===== config.mk =====
export PLATFORM = sky130hd
export DESIGN_NAME = main_fsm
export DESIGN_NICKNAME = d
export VERILOG_FILES = /design/src/rtl/main_fsm.sv
export SDC_FILE = /design/constraint.sdc
export NUM_CORES = 1
export LEC_CHECK = 0
export BUFFER_PORTS_ARGS = -buffer_cell sky130_fd_sc_hd__buf_2
export CORE_MARGIN = 8
export CORE_UTILIZATION = 41
export DETAILED_ROUTE_END_ITERATION = 16
export GPL_TIMING_DRIVEN = 0
export PLACE_DENSITY = 0.67
export REMOVE_ABC_BUFFERS = 1
export SLEW_MARGIN = 25
export SYNTH_ARGS = -nofsm -noshare
export SYNTH_HDL_FRONTEND = slang
export SYNTH_SLANG_ARGS = --single-unit
export TNS_END_PERCENT = 20

===== constraint.sdc =====
create_clock -name clk -period 2.1 [get_ports clk]
set_input_delay 0.105 -clock clk [delete_from_list [all_inputs] [get_ports clk]]
set_output_delay 0.105 -clock clk [all_outputs]
set_load 0.02 [all_outputs]

===== src/rtl/main_fsm.sv =====
// Multicycle RISC-V control FSM: sequences fetch/decode/execute/writeback
// and drives the datapath mux selects and write strobes from the current state.
module main_fsm (
  input  logic       clk,
  input  logic       reset,
  input  logic [6:0] op,
  input  logic       Zero,
  output logic [1:0] ALUSrcA,
  output logic [1:0] ALUSrcB,
  output logic [1:0] ResultSrc,
  output logic       AdrSrc,
  output logic       IRWrite,
  output logic       RegWrite,
  output logic       MemWrite,
  output logic       PCUpdate,
  output logic       Branch,
  output logic       PCWrite,
  output logic [1:0] ALUOp,
  output logic [3:0] state
);

  localparam int unsigned CTRL_W = 14;

  localparam logic [6:0] OP_LW   = 7'b0000011;
  localparam logic [6:0] OP_SW   = 7'b0100011;
  localparam logic [6:0] OP_RTYP = 7'b0110011;
  localparam logic [6:0] OP_ITYP = 7'b0010011;
  localparam logic [6:0] OP_JAL  = 7'b1101111;
  localparam logic [6:0] OP_BEQ  = 7'b1100011;

  typedef enum logic [3:0] {
    S_FETCH    = 4'd0,
    S_DECODE   = 4'd1,
    S_MEMADR   = 4'd2,
    S_MEMREAD  = 4'd3,
    S_MEMWB    = 4'd4,
    S_MEMWRITE = 4'd5,
    S_EXECR    = 4'd6,
    S_ALUWB    = 4'd7,
    S_EXECI    = 4'd8,
    S_JAL      = 4'd9,
    S_BEQ      = 4'd10
  } state_t;

  state_t            state_q;
  logic [CTRL_W-1:0] ctrl_q;
  logic [CTRL_W-1:0] ctrl;
  logic              state_legal;

  // Successor state; any unused encoding falls back to Fetch.
  function automatic state_t next_state(input state_t s, input logic [6:0] opc);
    state_t n;
    n = S_FETCH;
    case (s)
      S_FETCH:  n = S_DECODE;
      S_DECODE: begin
        case (opc)
          OP_LW, OP_SW: n = S_MEMADR;
          OP_RTYP:      n = S_EXECR;
          OP_ITYP:      n = S_EXECI;
          OP_JAL:       n = S_JAL;
          OP_BEQ:       n = S_BEQ;
          default:      n = S_FETCH;
        endcase
      end
      S_MEMADR: begin
        if (opc == OP_LW)      n = S_MEMREAD;
        else if (opc == OP_SW) n = S_MEMWRITE;
        else                   n = S_FETCH;
      end
      S_MEMREAD:  n = S_MEMWB;
      S_MEMWB:    n = S_FETCH;
      S_MEMWRITE: n = S_FETCH;
      S_EXECR:    n = S_ALUWB;
      S_EXECI:    n = S_ALUWB;
      S_JAL:      n = S_ALUWB;
      S_ALUWB:    n = S_FETCH;
      S_BEQ:      n = S_FETCH;
      default:    n = S_FETCH;
    endcase
    return n;
  endfunction

  // Moore output table, packed as {ALUSrcA,ALUSrcB,ResultSrc,AdrSrc,IRWrite,
  // RegWrite,MemWrite,PCUpdate,Branch,ALUOp}.
  function automatic logic [CTRL_W-1:0] decode_ctrl(input state_t s);
    logic [1:0] src_a, src_b, res_src, alu_op;
    logic       adr, irw, rw, mw, pcu, br;
    src_a = 2'b00; src_b = 2'b00; res_src = 2'b00; alu_op = 2'b00;
    adr = 1'b0; irw = 1'b0; rw = 1'b0; mw = 1'b0; pcu = 1'b0; br = 1'b0;
    case (s)
      S_FETCH: begin
        irw = 1'b1; src_b = 2'b10; res_src = 2'b10; pcu = 1'b1;
      end
      S_DECODE:   begin src_a = 2'b01; src_b = 2'b01; end
      S_MEMADR:   begin src_a = 2'b10; src_b = 2'b01; end
      S_MEMREAD:  adr = 1'b1;
      S_MEMWB:    begin res_src = 2'b01; rw = 1'b1; end
      S_MEMWRITE: begin adr = 1'b1; mw = 1'b1; end
      S_EXECR:    begin src_a = 2'b10; alu_op = 2'b10; end
      S_EXECI:    begin src_a = 2'b10; src_b = 2'b01; alu_op = 2'b10; end
      S_ALUWB:    rw = 1'b1;
      S_JAL:      begin src_a = 2'b01; src_b = 2'b10; pcu = 1'b1; end
      S_BEQ:      begin src_a = 2'b10; alu_op = 2'b01; br = 1'b1; end
      default:    ;
    endcase
    return {src_a, src_b, res_src, adr, irw, rw, mw, pcu, br, alu_op};
  endfunction

  // State and control register; control is decoded from the state being entered
  // so it lines up with the state register on every edge and on reset.
  always_ff @(posedge clk or posedge reset) begin
    if (reset) begin
      state_q <= S_FETCH;
      ctrl_q  <= decode_ctrl(S_FETCH);
    end else begin
      state_q <= next_state(state_q, op);
      ctrl_q  <= decode_ctrl(next_state(state_q, op));
    end
  end

  // Unused encodings present all-zero controls until they fall back to Fetch.
  assign state_legal = (4'(state_q) <= 4'(S_BEQ));
  assign ctrl        = state_legal ? ctrl_q : '0;

  assign {ALUSrcA, ALUSrcB, ResultSrc, AdrSrc, IRWrite, RegWrite,
          MemWrite, PCUpdate, Branch, ALUOp} = ctrl;

  assign PCWrite = PCUpdate | (Branch & Zero);
  assign state   = 4'(state_q);

endmodule


Word level (Yosys, flattened, before mapping)
Cells that the tools add are included.
{ "totals": {"input_bits": 10, "ramBits": 0, "memories": 0, "mem_bits_ro": 0, "latchBits": 0, "ff_bits": 18, "output_inout_bits": 19} }
{ "op_classes": {"add_sub_neg": 0, "eq_ne": 22, "div": 0, "n_lt_le_gt_ge": 1, "bitwise_logic": 2, "mux": 15, "reduce_logical": 11, "shifts": 0, "multipliers": 0} }
{ "op_table": {"columns": ["cell", "n"], "rows": [
  ["$pmux W4 S5", 2],
  ["$eq A4 B3 Y1 const B", 5],
  ["$eq A4 B4 Y1 const B", 5],
  ["$eq A4 B2 Y1 const B", 4],
  ["$pmux W2 S2", 4],
  ["$eq A7 B6 Y1 const B", 2],
  ["$eq A7 B7 Y1 const B", 2],
  ["$mux W14", 1],
  ["$reduce_or A2 Y1", 6],
  ["$eq A4 B1 Y1 const B", 2],
  ["$logic_not A4 Y1", 2],
  ["$eq A7 B2 Y1 const B", 1],
  ["$eq A7 B5 Y1 const B", 1],
  ["$mux W1", 6],
  ["$mux W3", 2],
  ["$reduce_or A3 Y1", 2],
  ["$le A4 B4 Y1 const B", 1],
  ["$reduce_or A4 Y1", 1],
  ["$and A1 B1 Y1", 1],
  ["$or A1 B1 Y1", 1]
]} }

Longest topological paths before layout
Gate-level depths: netlist of run 1.
{ "depth": {"word_depth": 7, "ltp_mapped": 6, "mapped_depth_nobuf": 6} }

Worst setup path before layout of run 1
Ideal clock, no wire load.
{ "synth_path": {"path_kind": "reg-to-reg", "start": "register state_q[1], in the netlist state[1]", "end": "register ctrl_q[11]", "arrival_time_ns": 1.885, "n_path_buf": 0, "synth_period_minus_slack_ns": 1.961, "t_required_ns": 2.023, "setup_slack_ns": 0.139, "stages_incl_launch_ff": 6, "path_cell_list": "dfrtp_1 > or3b_1 > or4_1 > o211a_1 > and4bb_4 > a21o_1"} }
{ "synth_via": {"elab_chain_len": 6} }
{ "synth_rtl": {"columns": ["element", "line", "source"], "rows": [
  ["start: declaration", "45", "state_t state_q;"],
  ["start signal: assignment", "117", "state_q <= next_state(state_q, op);"],
  ["$eq A4 B4 Y1 or $eq A4 B3 Y1 (tied branches)", "54", "case (s)"],
  ["$reduce_or A3 Y1 (no source line)", null, null],
  ["$pmux W4 S5 (*)", "54", null],
  ["$eq A4 B4 Y1, or another cell as far along", "91", "case (s)"],
  ["$reduce_or A3 Y1 (no source line) or $reduce_or A2 Y1 (tied branches)", null, null],
  ["$pmux W2 S2 (*)", "91", null],
  ["end signal: assignment", "115", "ctrl_q <= decode_ctrl(S_FETCH);"],
  ["end signal: assignment", "118", "ctrl_q <= decode_ctrl(next_state(state_q, op));"],
  ["end: declaration", "46", "logic [CTRL_W-1:0] ctrl_q;"]
]} }
Mark *: on every way between the ends. The rest lies on a longest branch, timed or not.

Worst setup path in the final report of run 1
{ "layout_path": {"start": "register state_q[3], in the netlist state[3]", "end": "register ctrl_q[3]"} }
{ "layout_via": {"elab_chain_len": 6} }
{ "layout_rtl": {"columns": ["element", "line"], "rows": [
  ["$eq A4 B4 Y1 or $eq A4 B3 Y1 (tied branches)", "54"],
  ["$reduce_or A3 Y1 (no source line)", null],
  ["$pmux W4 S5 (*)", "54"],
  ["$eq A4 B4 Y1 or $logic_not A4 Y1 (tied branches)", "91"],
  ["$reduce_or A2 Y1 (no source line) (*)", null],
  ["$mux W1 (*)", "91"]
]} }
Marks and branches as above.

==> metrics.md, run 1 <==
| Metric | Value |
|---|---|
| Outcome | `complete, no violations` |
| Total Neg Setup Slack | `0 ns` |
| Critical path buffer and inverter count | `0` |
| Share of layout cells above drive strength 1 | `31.7%` |
| First-pass GRT wire length | `3110 µm` |
| Post-CTS Setup Repair Bufs | `0` |
| Worst path arrival time | `2.25 ns` |
| Fmax | `0.492 GHz` |
| Fin nets | `131` |
| Depth of the most critical reg-to-reg path | `5` |
| Met2 usage | `15.9%` |
| Post-synth EDFFs | `0` |
| TritonCTS Sinks | `18` |
| Placer Congestion | `0.829` |
| Total grt overflow | `0` |
| Clock Path Buffers | `2` |
| Die ar. | `0.00397 mm²` |
| Design Power | `1.10 mW` |
| Async S/R FF share, synth | `100%` |
| Via Count | `729` |
| Yosys reg bits | `18` |
| Final HPWL DP | `1470 µm` |
| CP max stage delay | `0.52 ns` |
| Clk_lat worst skew | `0.28 ns` |
| Routing usage on met1 | `10.1%` |
| WHS | `0.111 ns` |
| Worst-margin pin slew | `0.628 ns` |
| Worst setup endpoint | `ctrl_q[3]` |
| Post-synth top area cell | `dfrtp_1` |
| Core footprint | `0.00215 mm²` |
| Static Leak | `0.589 nW` |
| CTS tree | `yes` |
| Worst Hold Class | `input pin to flip-flop` |
| Worst-path clk slew | `0.10 ns` |
| Crit-path cells | `or2_1, or4_1, o211a_1, and4bb_4, a21o_1` |
| Total wire length | `1820 µm` |
| Post-layout min period | `2.03 ns` |
| Ys flop type | `dfrtp_1` |
| Mapped Area | `906 µm²` |
| Antenna violations before repair | `0` |
| Port bufs | `28` |
| Relative slew slack | `58.1%` |
| Crit share post-route | `96.7%` |
| Critical path class | `flip-flop to flip-flop` |
| Power per cell area | `984 mW/mm²` |
| CP max-delay cell | `or4_1` |
| DRC errors left | `0` |
| Req. time, crit path | `2.31 ns` |
| Final setup violation count | `0` |
| Reg-to-Reg Start | `state[3]` |
| FF-to-FF setup slack | `0.07 ns` |
| Boundary Pins | `29` |
| Worst Path Max Fanout | `7` |
| Critical Path Source Type | `flip-flop` |
| Final Hold Viols | `0` |
| VDD IR-drop max | `0.447 mV` |
| Share of the yosys chip area belonging to registers | `50.3%` |
| Inserted Diodes | `0` |
| Number of DRC markers in iteration 0 | `10` |
| Top Family by Delay on Critical Path | `simple AND/OR/NAND/NOR gates` |
| Largest net degree at the start of global routing | `19` |
| Post-DR vias/cell | `4.93` |
| Placed inst area | `0.00107 mm²` |
| Top cells by area, synth | `dfrtp_1 39%, dfstp_2 12%, and2_1 11%` |
| Initial cell density of the core | `42.2%` |
| Horiz. Die Dim | `63.0 µm` |
| Met3 Usage GRT | `1.97%` |
| Avg Cell Area, Syn | `10.2 µm²` |
| Distinct cells, synth | `33` |
| Post-synth top area share | `38.7%` |
| GRT busiest layer | `met2` |
| Syn Inst Count | `89` |
| RSZ-0062 raised after global routing | `no` |
| Worst path depth | `5` |
| Pre-CTS setup slack | `0.0594 ns` |
| Yosys warns | `0` |
| PnR worst setup slack | `0.0695 ns` |
| Total track usage | `9.29%` |
| Clock skew | `0.00280 ns` |
| Layout area overhead | `23.6%` |
| Max cap viols | `0` |
| Max Slew Vio Count | `0` |
| ANT nets after route | `0` |
| Vias in the first global route | `727` |
| Synth cell count leaders | `16 x and2_1, 14 x dfrtp_1, 5 x inv_1, 5 x nand2_1, 5 x nor2_1` |
| CP startpoint | `state[3]` |
| Num rows | `17` |
| Die height | `63.0 µm` |
| Num CTS Buffers | `3` |
| Drt wl/cell | `12.3 µm` |
| CTS Root Cell | `clkbuf_4` |
| Design Area, Final | `0.00112 mm²` |
| Endpoint class of the critical path | `flip-flop` |
| Number of iterations in the first detailed-routing pass | `4` |
| Worst R2R End | `ctrl_q[3]` |
| Most frequent cell after synthesis | `and2_1` |
| # H-tree levels | `1` |
[routing by layer]
metal  routed length (µm)  vias up
met5                    0        -
li1                     -      374
met4                   27        0
met3                   95        2
met1                  765      333
met2                  928       20
[layout make-up]
type                       count  area, µm²
multi-input combinational     64        424
clock buffer                   4       36.3
sequential                    18        455
timing repair buffer          29        150
tap                           28       35.0
fill                         199       1030
inverter                       5       18.8
[per-stage QoR]
step	utilization, %	cells
2_1_floorplan	-	87
4_1_cts	52.1	148
6_report	52.1	148
5_1_grt	52.1	148
3_5_place_dp	50.0	143
3_3_place_gp	50.0	143
[power by group]
part | internal (mW) | total [mW] | switching [mW]
sequential | 0.446 | 0.480 | 0.0341
clock | 0.105 | 0.201 | 0.0956
combinational | 0.175 | 0.421 | 0.245
total | 0.727 | 1.10 | 0.375
[registers in the layout, summed over array words and instances, names as in the netlist]
name,count
state,4
ctrl_q,14
[repair_timing]
item / in CTS / in global routing
hold endpoints to repair: 14 / 0
resized for setup: 0 / 1
setup endpoints to repair: 0 / 3
hold buffers: 1 / 0
[how the worst min path moves through the flow]
stage | from | end | slack, ns | cells after the start
4_1_cts | op[5] | ctrl_q[4] | 0.11 | 2
3_3_place_gp | reset | ctrl_q[2] | 0.21 | 2
3_5_place_dp | reset | ctrl_q[2] | 0.22 | 2
5_1_grt | op[5] | ctrl_q[4] | 0.11 | 2
2_1_floorplan | reset | ctrl_q[0] | 0.04 | 1
6_report | op[5] | ctrl_q[4] | 0.11 | 2
[cell families (layout without fill, tap and decap cells)]
group | count (synthesis) | count (layout) | share of synthesized area [%]
buffers and inverters | 7 | 38 | 2.90
AND/OR/NAND/NOR | 48 | 48 | 34.4
flip-flops | 18 | 18 | 50.3
AO/OA/AOI/OAI | 15 | 15 | 11.5
XOR/XNOR | 1 | 1 | 0.967
[cell usage in the layout (no fill, tap or decap), types with 2 or more instances in the layout]
cell type,instances
a21o_1,4
and2_1,16
buf_2,28
clkbuf_4,3
dfrtp_1,14
dfstp_2,4
inv_1,5
nand2_1,5
nand4_1,2
nor2_1,5
nor2b_1,3
nor4b_1,2
nor4bb_1,3
o211ai_1,2
o21ai_0,3
Note: power is estimated with default switching activity, not from simulation.
==> inputs of run 2 (changes only) <==
Settings changed: CORE_MARGIN 8 to unset.
==> run 2 against run 1 <==
  * Utilization grew 3.7 points
  * Register-to-register slack improved by 0.03 ns
  * Sequential power hardly changed
  * Die area is 40% lower
  * Critical path depth did not move
  * First-iteration DRC count down 90%
  * Worst hold slack improved by 0.018 ns
  * Via count rose by 0.55%
  * Count of clock-buffer cells in the layout stayed put
  * Total power is 0.36% higher
  * Largest cell class unchanged
  * Largest power group unchanged
==> metrics.md, run 2 (synthesized netlist as in run 1, its figures left out) <==
| Metric | Value |
|---|---|
| Number of DRC markers in iteration 0 | `1 (-9)` |
| Most frequent cells in the layout | `28 x buf_2, 16 x and2_1, 12 x dfrtp_1, 5 x nor2_1, 5 x inv_1` |
| P_sw | `374 µW (-0.21%)` |
| Post-layout min period | `2.00 ns (-0.0275 ns)` |
| Placer Congestion | `0.818 (-1.4%)` |
| Endpoint class of the critical path | `flip-flop` |
| # H-tree levels | `1 (unchanged)` |
| CTS tree | `yes` |
| Final setup violation count | `0 (unchanged)` |
| Boundary Pins | `29 (unchanged)` |
| Drt wl/cell | `11.2 µm (-8.8%)` |
| Leading cell type in the layout, fill and taps excluded | `buf_2` |
| DRC errors left | `0 (unchanged)` |
| Max cap viols | `0 (unchanged)` |
| Largest net degree at the start of global routing | `19 (unchanged)` |
| Crit share post-route | `95.4% (-1.3 points)` |
| TritonCTS Sinks | `18 (unchanged)` |
| Clock network power share | `18.3% (about the same)` |
| Final Hold Viols | `0 (unchanged)` |
| Fin nets | `131 (unchanged)` |
| Clock skew | `0.00402 ns (+0.00122 ns)` |
| Total track usage | `16.4% (+7.1 points)` |
| Hold path start | `op[5]` |
| Hold Path Depth | `2 (unchanged)` |
| Final HPWL DP | `1240 µm (-16%)` |
| Via Count | `733 (+0.55%)` |
| Port bufs | `28 (unchanged)` |
| Outcome | `complete, no violations` |
| Sequential power share | `43.6% (about the same)` |
| CTS Root Cell | `clkbuf_4` |
| Critical path class | `flip-flop to flip-flop` |
| Num CTS Buffers | `3 (unchanged)` |
| VDD IR-drop max | `0.589 mV (+32%)` |
| Worst-path clk slew | `0.10 ns (about the same)` |
| Hold EP | `ctrl_q[4]` |
| Clock Path Buffers | `2 (unchanged)` |
| Internal Power | `732 µW (+0.65%)` |
| Post-DR vias/cell | `4.99 (+1.2%)` |
| Worst R2R End | `ctrl_q[3]` |
| Design Area, Final | `0.00113 mm² (+0.78%)` |
| Share of layout cells above drive strength 1 | `35.0% (+3.3 points)` |
| Initial cell density of the core | `44.8% (+2.6 points)` |
| Reg-to-Reg Start | `state[0]` |
| Power per cell area | `980 mW/mm² (-0.42%)` |
| Relative slew slack | `58.0% (about the same)` |
| Total Neg Setup Slack | `0 ns (unchanged)` |
| Combinational share of power | `38.1% (about the same)` |
| Req. time, crit path | `2.33 ns (+0.02 ns)` |
| Layout area overhead | `24.6%` |
| Sw Ratio | `33.8% (-0.19 points)` |
| Clk_lat worst skew | `0.28 ns (about the same)` |
| Static Leak | `0.588 nW (-0.12%)` |
| Largest Register | `ctrl_q` |
| Horiz. Die Dim | `49.0 µm (-22%)` |
| Worst-margin pin slew | `0.629 ns (+0.000727 ns)` |
| FF-to-FF setup slack | `0.1 ns (+0.03 ns)` |
| Max Slew Vio Count | `0 (unchanged)` |
| Pre-CTS setup slack | `0.0692 ns (+0.00979 ns)` |
| Vias in the first global route | `662 (-8.9%)` |
| Worst path arrival time | `2.23 ns (-0.02 ns)` |
| Placed inst area | `0.00107 mm² (-0.12%)` |
| Inserted Diodes | `0 (unchanged)` |
| First-pass GRT wire length | `2920 µm (-6.0%)` |
| Number of flip-flops under the largest register name | `14 (unchanged)` |
| Antenna violations before repair | `0 (unchanged)` |
| Number of iterations in the first detailed-routing pass | `3 (-1)` |
| Critical Path Source Type | `flip-flop` |
| Depth of the most critical reg-to-reg path | `5 (unchanged)` |
| Worst Hold Class | `input pin to flip-flop` |
| Fmax | `0.499 GHz (+1.4%)` |
| Core footprint | `0.00202 mm² (-5.9%)` |
| Die ar. | `0.00240 mm² (-40%)` |
| RSZ-0062 raised after global routing | `no` |
| Total wire length | `1650 µm (-9.4%)` |
| Die height | `49.0 µm (-22%)` |
| PnR worst setup slack | `0.0970 ns (+0.0275 ns)` |
| ANT nets after route | `0 (unchanged)` |
| Total grt overflow | `0 (unchanged)` |
| Num rows | `16 (-1)` |
| Worst Path Max Fanout | `8 (+1)` |
-- run 2: how the worst max path moves through the flow --
stage	startpoint	to	slack, ns	cells past startpoint
final	state[0]	ctrl_q[3]	0.1	5
after global routing	state[0]	ctrl_q[11]	0.003	5
after CTS	state[3]	ctrl_q[3]	0.06	5
after detailed placement	state[3]	ctrl_q[3]	0.07	5
after global placement	state[3]	ctrl_q[11]	0.09	5
after floorplan	state[1]	ctrl_q[11]	0.14	5
-- run 2: layout make-up --
cell class / count / area [µm²]
Multi-Input combinational cell: 64 / 432
Timing Repair Buffer: 29 / 150
Inverter: 5 / 18.8
Tap cell: 27 / 33.8
Sequential cell: 18 / 458
Fill cell: 194 / 893
Clock buffer: 4 / 36.3
-- run 2: metal layers --
| layer | GRT usage (%) | share of wire, % | wire (µm) | up-vias |
|---|---|---|---|---|
| li1 | - | - | - | 373 |
| met1 | 21.2 | 46 | 763 | 337 |
| met2 | 26.2 | 49 | 811 | 21 |
| met3 | 2.80 | 3.4 | 56 | 2 |
| met4 | 8.82 | 0.79 | 13 | 0 |
| met5 | 0 | 0 | 0 | - |
-- run 2: stage by stage --
stage	cells	hold slack, ns	power (mW)	utilization [%]
after CTS	147	0.102	1.11	55.3
after floorplan	87	0.0407	0.776	-
after detailed placement	142	0.216	0.906	53.0
after global routing	147	0.103	1.18	55.8
after global placement	142	0.214	0.899	53.0
final	147	0.130	1.11	55.8
-- run 2: repair_timing --
action / in CTS / in global routing
setup buffers: 0 / 0
hold buffers: 1 / 0
setup endpoints to repair: 0 / 6
gates resized for setup: 0 / 5
endpoints found under the hold margin: 14 / 0
-- run 2: worst max-delay path: stages (launching register included) --
cell and delay (ns):
dfrtp_1 0.47, or3b_1 0.38, or4_1 0.43, o211a_1 0.28, and4bb_4 0.23, a21o_1 0.15
-- run 2: power by group through the flow --
| stage | registers [mW] | clock network (mW) | logic [mW] |
|---|---|---|---|
| finish | 0.482 | 0.202 | 0.422 |
| global route | 0.495 | 0.224 | 0.460 |
| CTS | 0.482 | 0.210 | 0.418 |
| detailed placement | 0.490 | 0 | 0.416 |
| global placement | 0.488 | 0 | 0.412 |
| floorplan | 0.493 | 0 | 0.283 |
